## src/rtl/mul_pipe.sv

```systemverilog
// mul_pipe: three-stage RV32M multiply unit (MUL/MULH/MULHSU/MULHU).
// Operands are reduced to unsigned magnitudes, multiplied by the shared
// wall_tree, and the sign is re-applied before selecting the result word.
`timescale 1ns/1ps

// wall_tree: combinational 32x32 -> 64 multiplier with per-operand sign control.
module wall_tree (
  input  logic [31:0] op1,
  input  logic [31:0] op2,
  input  logic        op1sign,
  input  logic        op2sign,
  output logic [63:0] product
);
  logic signed [63:0] op1_ext;
  logic signed [63:0] op2_ext;

  // Extend each operand according to its sign control, then multiply modulo 2^64.
  always_comb begin
    op1_ext = {{32{op1sign & op1[31]}}, op1};
    op2_ext = {{32{op2sign & op2[31]}}, op2};
    product = op1_ext * op2_ext;
  end
endmodule

module mul_pipe #(
  parameter int TAG_W = 5
) (
  input  logic             clk,
  input  logic             rst,
  input  logic             flush,
  input  logic             req_valid,
  output logic             req_ready,
  input  logic [1:0]       req_op,
  input  logic [31:0]      req_rs1,
  input  logic [31:0]      req_rs2,
  input  logic [TAG_W-1:0] req_rd,
  output logic             resp_valid,
  input  logic             resp_ready,
  output logic [31:0]      resp_data,
  output logic [TAG_W-1:0] resp_rd
);
  localparam int DATA_W = 32;

  // Two's-complement magnitude of a 32-bit operand; 0x80000000 maps to itself.
  function automatic logic [DATA_W-1:0] mag32(input logic [DATA_W-1:0] v, input logic neg);
    return neg ? (~v + 32'd1) : v;
  endfunction

  // Re-apply the result sign to a 64-bit unsigned product magnitude.
  function automatic logic signed [2*DATA_W-1:0] apply_sign64(input logic [2*DATA_W-1:0] m,
                                                              input logic neg);
    return neg ? $signed(~m + 64'd1) : $signed(m);
  endfunction

  logic adv;
  logic accept;

  logic              a_neg_d;
  logic              b_neg_d;
  logic [DATA_W-1:0] mag_a_d;
  logic [DATA_W-1:0] mag_b_d;

  logic              vld_p1_q;
  logic [DATA_W-1:0] mag_a_p1_q;
  logic [DATA_W-1:0] mag_b_p1_q;
  logic              neg_p1_q;
  logic              hi_p1_q;
  logic [TAG_W-1:0]  rd_p1_q;

  logic [2*DATA_W-1:0] tree_prod;

  logic                vld_p2_q;
  logic [2*DATA_W-1:0] prod_p2_q;
  logic                neg_p2_q;
  logic                hi_p2_q;
  logic [TAG_W-1:0]    rd_p2_q;

  logic signed [2*DATA_W-1:0] sprod_d;
  logic        [DATA_W-1:0]   data_d;

  logic              vld_p3_q;
  logic [DATA_W-1:0] data_p3_q;
  logic [TAG_W-1:0]  rd_p3_q;

  // Global stall when the output holds an unconsumed result; flush blocks new accepts.
  always_comb begin
    adv       = !(vld_p3_q && !resp_ready);
    req_ready = adv && !flush;
    accept    = req_valid && req_ready;
  end

  // Operand decode: MULH treats both signed, MULHSU only rs1, MUL/MULHU neither.
  always_comb begin
    a_neg_d = ((req_op == 2'b01) || (req_op == 2'b10)) && req_rs1[31];
    b_neg_d = (req_op == 2'b01) && req_rs2[31];
    mag_a_d = mag32(req_rs1, a_neg_d);
    mag_b_d = mag32(req_rs2, b_neg_d);
  end

  // Stage valid bits: reset beats flush, flush beats advance.
  always_ff @(posedge clk) begin
    if (rst) begin
      vld_p1_q <= 1'b0;
      vld_p2_q <= 1'b0;
      vld_p3_q <= 1'b0;
    end else if (flush) begin
      vld_p1_q <= 1'b0;
      vld_p2_q <= 1'b0;
      vld_p3_q <= 1'b0;
    end else if (adv) begin
      vld_p1_q <= accept;
      vld_p2_q <= vld_p1_q;
      vld_p3_q <= vld_p2_q;
    end
  end

  // ---- S1: magnitudes, sign and word select captured on accept ----
  always_ff @(posedge clk) begin
    if (accept) begin
      mag_a_p1_q <= mag_a_d;
      mag_b_p1_q <= mag_b_d;
      neg_p1_q   <= a_neg_d ^ b_neg_d;
      hi_p1_q    <= (req_op != 2'b00);
      rd_p1_q    <= req_rd;
    end
  end

  wall_tree u_tree (
    .op1     (mag_a_p1_q),
    .op2     (mag_b_p1_q),
    .op1sign (1'b0),
    .op2sign (1'b0),
    .product (tree_prod)
  );

  // ---- S2: unsigned product magnitude plus flags ----
  always_ff @(posedge clk) begin
    if (adv && vld_p1_q) begin
      prod_p2_q <= tree_prod;
      neg_p2_q  <= neg_p1_q;
      hi_p2_q   <= hi_p1_q;
      rd_p2_q   <= rd_p1_q;
    end
  end

  // Sign correction and high/low word selection feeding the output register.
  always_comb begin
    sprod_d = apply_sign64(prod_p2_q, neg_p2_q);
    data_d  = hi_p2_q ? sprod_d[2*DATA_W-1:DATA_W] : sprod_d[DATA_W-1:0];
  end

  // ---- S3: output register, held while the consumer stalls ----
  always_ff @(posedge clk) begin
    if (rst) begin
      data_p3_q <= '0;
      rd_p3_q   <= '0;
    end else if (adv && vld_p2_q) begin
      data_p3_q <= data_d;
      rd_p3_q   <= rd_p2_q;
    end
  end

  assign resp_valid = vld_p3_q;
  assign resp_data  = data_p3_q;
  assign resp_rd    = rd_p3_q;
endmodule

```

## config.mk

```make
export PLATFORM = sky130hd
export DESIGN_NAME = mul_pipe
export DESIGN_NICKNAME = d
export VERILOG_FILES = /design/src/rtl/mul_pipe.sv
export SDC_FILE = /design/constraint.sdc
export NUM_CORES = 2
export LEC_CHECK = 0
export CORE_UTILIZATION = 55
export CTS_BUF_LIST = sky130_fd_sc_hd__clkbuf_4 sky130_fd_sc_hd__clkbuf_8
export CTS_CLUSTER_DIAMETER = 200
export DETAILED_ROUTE_END_ITERATION = 6
export GPL_TIMING_DRIVEN = 0
export PLACE_DENSITY = 0.75
export SLEW_MARGIN = 20
export SYNTH_ARGS = -nofsm -noshare
export SYNTH_HDL_FRONTEND = slang
export SYNTH_SLANG_ARGS = --single-unit
```

## constraint.sdc

```tcl
create_clock -name clk -period 6.9 [get_ports clk]
set_clock_uncertainty 0.2 [all_clocks]
set_input_delay 1.38 -clock clk [delete_from_list [all_inputs] [get_ports clk]]
set_output_delay 1.38 -clock clk [all_outputs]
set_load 0.01 [all_outputs]
```

Word-level counts from Yosys, hierarchy flattened
Index checks and enable logic that the tools add are counted.
{"block": "classes", "mul": 1, "bitwise_logic": 4, "reduce_logical": 13, "add_sub_neg": 3, "n_eq_ne": 2, "mux": 4}
{"operator": "$mux W32", "n": 3}
{"operator": "$add A32 B1 Y32 const B", "n": 2}
{"operator": "$add A64 B1 Y64 const B", "n": 1}
{"operator": "$mul A32 B32 Y64", "n": 1}
{"operator": "$mux W64", "n": 1}
{"operator": "$not A32 Y32", "n": 2}
{"operator": "$not A64 Y64", "n": 1}
{"operator": "$logic_and A1 B1 Y1", "n": 7}
{"operator": "$logic_not A1 Y1", "n": 3}
{"operator": "$eq A2 B1 Y1 const B", "n": 1}
{"operator": "$eq A2 B2 Y1 const B", "n": 1}
{"operator": "$reduce_bool A2 Y1", "n": 1}
{"operator": "$reduce_or A2 Y1", "n": 1}
{"operator": "$logic_or A1 B1 Y1", "n": 1}
{"operator": "$xor A1 B1 Y1", "n": 1}
{"block": "word_totals", "word_cells": 41, "register_bits": 182, "input_bits": 76}

Longest topological paths before layout
{"block": "logic_depth", "depth_word": 5, "depth_mapped": 27, "ltp_nobuf": 25}

By module
A second synthesis with hierarchy kept.
{"block": "hier_totals", "cells_unflattened": 4984, "hier_area_um2": 46988.8}
{"mod": "wall_tree", "cells_per_inst": 4149, "area_each_um2": 37763.7, "instances": 1}
{"mod": "mul_pipe", "cells_per_inst": 835, "area_each_um2": 9225.1, "instances": 1}

Worst setup path before layout
No wires, ideal clock.
{"block": "synth_path", "path_kind": "flip-flop to flip-flop", "from": "register mag_a_p1_q[26]", "to": "register prod_p2_q[61] (data pin)", "stages_incl_launch_ff": 26, "n_path_buf": 2, "period_less_slack_ns": 7.456, "arrival_time_ns": 6.998, "slack_ns": -0.556, "t_required_ns": 6.442, "path_cell_list": "edfxtp_1 > clkbuf_1 > and2_1 > fa_1 > fa_1 > inv_1 > fa_1 > fa_1 > inv_1 > fa_1 > fa_1 > fa_1 > inv_1 > fa_1 > inv_1 > ha_1 > clkbuf_1 > and3_1 > and2_1 > a31oi_1 > a31oi_1 > a211oi_1 > o2111ai_1 > a311o_1 > a21oi_1 > xnor2_1"}
{"block": "synth_between", "elab_chain_len": 1}
{"item": "start: declaration", "line": "64", "source": "logic [DATA_W-1:0] mag_a_p1_q;"}
{"item": "start signal: assignment", "line": "120", "source": "mag_a_p1_q <= mag_a_d;"}
{"item": "$mul A32 B32 Y64", "line": "21", "source": "product = op1_ext * op2_ext;"}
{"item": "via tree_prod[61]", "line": "70", "source": "logic [2*DATA_W-1:0] tree_prod;"}
{"item": "end signal: assignment", "line": "139", "source": "prod_p2_q <= tree_prod;"}
{"item": "end: declaration", "line": "73", "source": "logic [2*DATA_W-1:0] prod_p2_q;"}
The timed path passes the listed nets, and every way through them passes these cells.
A chain may end at the register's enable or synchronous reset.

Final worst setup path
{"block": "layout_path", "from": "register mag_b_p1_q[4]", "to": "register prod_p2_q[63] (data pin)"}
{"block": "layout_between", "elab_chain_len": 1}
{"item": "start: declaration", "line": "65", "source": "logic [DATA_W-1:0] mag_b_p1_q;"}
{"item": "start signal: assignment", "line": "121", "source": "mag_b_p1_q <= mag_b_d;"}
{"item": "$mul A32 B32 Y64", "line": "21"}
{"item": "via tree_prod[63]", "line": "70"}
The timed path passes the listed nets, and every way through them passes these cells.

==> metrics.md <==
| Metric | Value |
|---|---|
| Ys Warns | 0 |
| Hold buffers post-CTS | 0 |
| CTS root buf | clkbuf_8 |
| Critical path launch point type | flop |
| Antenna violations before repair | 12 |
| 1st-iter DRT viols | about 3.8k |
| Synth top area cells | fa_1, edfxtp_1, and2_1 |
| Die Span Y | approximately 280 um |
| Hpwl dp | 129000 um |
| Die X | about 280 um |
| Sink Count | 182 |
| Gate Count Post-Synth | 4448 |
| Die ar. | 77400 sq um |
| F_max | roughly 120 MHz |
| Post-Route WL | roughly 170000 um |
| Final setup violation count | 43 |
| Clk buf depth | 2 |
| Core Area | 74900 sq um |
| CP arrival | roughly 8200 ps |
| DR pass1 iterations | 6 |
| Crit path max fanout | 8 |
| Routed wire length per instance | just under 30 um |
| Slew Viols, Final | 0 |
| Synthesized flop and latch total | roughly 180 |
| Outcome | finished with violations |
| CTS buffer count | 17 |
| Mapped Area | roughly 42000 sq um |
| Hold Vio Cnt, Final | 0 |
| Global Route Usage Sum | 44.0% |
| Slowest cell on the critical path | fa_1 |
| EDFF count, synth | 142 |
| RSZ-0062 raised after global routing | yes |
| Worst slew pin tran | between 800 and 900 ps |
| Clock Latency Late Sink | 600 ps |
| Row cnt | 100 |
| Tmin final | roughly 8100 ps |
| Top post-synthesis cells by count | fa_1, inv_1, and2_1 |
| CP Cell Sequence | buf_4 -> buf_6 -> buf_12 -> and2_1 -> fa_1 -> inv_1 -> fa_2 -> fa_1 -> fa_1 -> inv_1 -> fa_1 -> ha_1 -> fa_1 -> fa_1 -> ha_1 -> nand4_1 -> or3_4 -> o21ai_4 -> a21oi_4 -> o211ai_1 -> a311o_1 -> a41oi_2 -> xnor2_1 |
| IO Pins | between 100 and 150 |
| Final setup margin | -1150 ps |
| Synthesized area per cell | 9.43 sq um |
| Nets | around 6.1k |
| Antenna Violating Nets Remaining | 0 |
| Async set or reset register ratio after synthesis | 0% |
| First-pass GRT wire length | ~240000 um |
| RePlAce Congestion | approximately 1.1 |
| Seq/Total Area, Yosys | ~12% |
| Area leader, netlist | fa_1 |
| CP max stage delay | between 500 and 600 ps |
| Most common cell in the netlist | fa_1 |
| I/O Buffers | 113 |
| Worst min-delay path class | reg2reg |
| Starting density of the core | between 50% and 60% |
| Period utilisation layout | 117% |
| Yosys top cell area share | 42.7% |
| Relative slew slack | between 30% and 40% |
| Worst-path clk slew | around 150 ps |
| Residual DRC | 0 |
| Pin count of the biggest net entering global routing | 59 |
| Number of global-route vias before repair | 35.7k |
| Layout area overhead | 20.0% |
| Required @ worst endpoint | 7060 ps |
| Max cap viols | 0 |
| Layout cells sized above 1 | approximately 17% |
| Vias | around 35k |
| Dominant synthesized flop cell | edfxtp_1 |
| H-tree Lvls | 4 |
| Cell variety after synth | 64 |
| Crit Path Category | reg2reg |
| Critical path's top delay family | adder cells |
| Buffer and inverter count on the worst path | 5 |
| Vias per std cell | between 6 and 7 |
| Syn Nets | around 5.7k |
| Setup WS pre-CTS | -2210 ps |
| CP endpoint kind | flop |
| GR Overflow Total | 0 |
| CP most frequent cell | fa_1 |
| CTS tree | yes |
| Violations in the final reports | negative setup slack |
==> path summary, 6_finish.rpt <==
path                 start            end  slack, ps  cells past startpoint
min             rd_p1_q[2]     rd_p2_q[2]        220                      0
max reg2reg  mag_b_p1_q[4]  prod_p2_q[63]      -1150                     23
max          mag_b_p1_q[4]  prod_p2_q[63]      -1150                     23
min reg2reg     rd_p1_q[2]     rd_p2_q[2]        220                      0
==> registers in the layout, summed over array words and instances (netlist names) <==
name	cells
hi_p1_q	1
hi_p2_q	1
mag_a_p1_q	32
mag_b_p1_q	32
neg_p1_q	1
neg_p2_q	1
prod_p2_q	64
rd_p1_q	5
rd_p2_q	5
resp_data	32
resp_rd	5
resp_valid	1
vld_p1_q	1
vld_p2_q	1
==> stage by stage <==
stage / hold slack [ps] / instances / utilization, % / setup TNS (ps) / instance area (sq um)
final: 222 / 5811 / 67.2 / -31770 / 50400
after global routing: 225 / 5804 / 67.2 / -35750 / 50300
after CTS: 215 / 5732 / 65.4 / -20350 / 49000
after detailed placement: 206 / 5532 / 59.6 / -68040 / 44700
after global placement: 203 / 5530 / 59.6 / -74830 / 44600
after floorplan: 200 / 4448 / - / -1210 / 42300
==> cell usage in the layout, fill, tap and decap left out, types with 63 or more instances in the layout <==
master	netlist	layout
edfxtp_1	142	142
nor2_1	91	84
and2_1	641	599
xnor2_1	99	95
a21oi_1	124	89
buf_4	0	198
xor2_1	82	80
fa_1	896	833
clkbuf_8	0	83
clkdlybuf4s50_1	0	113
fa_2	0	63
nand2_1	500	487
ha_1	268	230
inv_1	882	836
==> what timing repair did <==
item	4_1_cts	5_1_grt
setup buffers	175	80
resized for setup	647	231
pin swaps	137	133
setup endpoints to repair	49	46
cloned	4	0
endpoints found under the hold margin	0	0
==> worst register-to-register path, delay by kind of cell (launching register included) <==
kind | cells | cell delay [ps]
buffers and inverters | 5 | 570
XOR/XNOR | 1 | 160
AO/OA/AOI/OAI | 5 | 1170
AND/OR/NAND/NOR | 3 | 940
adder cells (fa/ha/maj) | 9 | 4240
flip-flops | 1 | 530
==> routing by layer <==
layer	global-route usage, %	up-vias	wire length (um)
met1	54.2	17494	59600
li1	-	14239	-
met5	0	-	83
met2	66.6	2663	73400
met4	22.5	10	11900
met3	17.7	654	25400
==> layout make-up <==
class | instances | area, sq um
diodes | 7 | 17.5
plain buffers | 229 | 2530
clock buffers | 17 | 234
clock inverters | 15 | 219
fillers | 5822 | 24600
inverters | 882 | 3310
multi-input cells | 3140 | 34300
flip-flops and latches | 182 | 5060
well taps | 969 | 1210
repair buffers | 370 | 3500
==> cell families after synthesis <==
group	count (synthesis)	synth area share, %
buf+inv	1126	10.1
compound gates	389	5.91
xor+xnor	181	3.78
simple gates	1404	17.4
fa+ha+maj	1164	50.7
flops	182	12.1
mux	2	0.0477
Power is left out: the tool's default activity adds up to more than one toggle a clock period on the data nets, which glitch-free logic cannot reach.
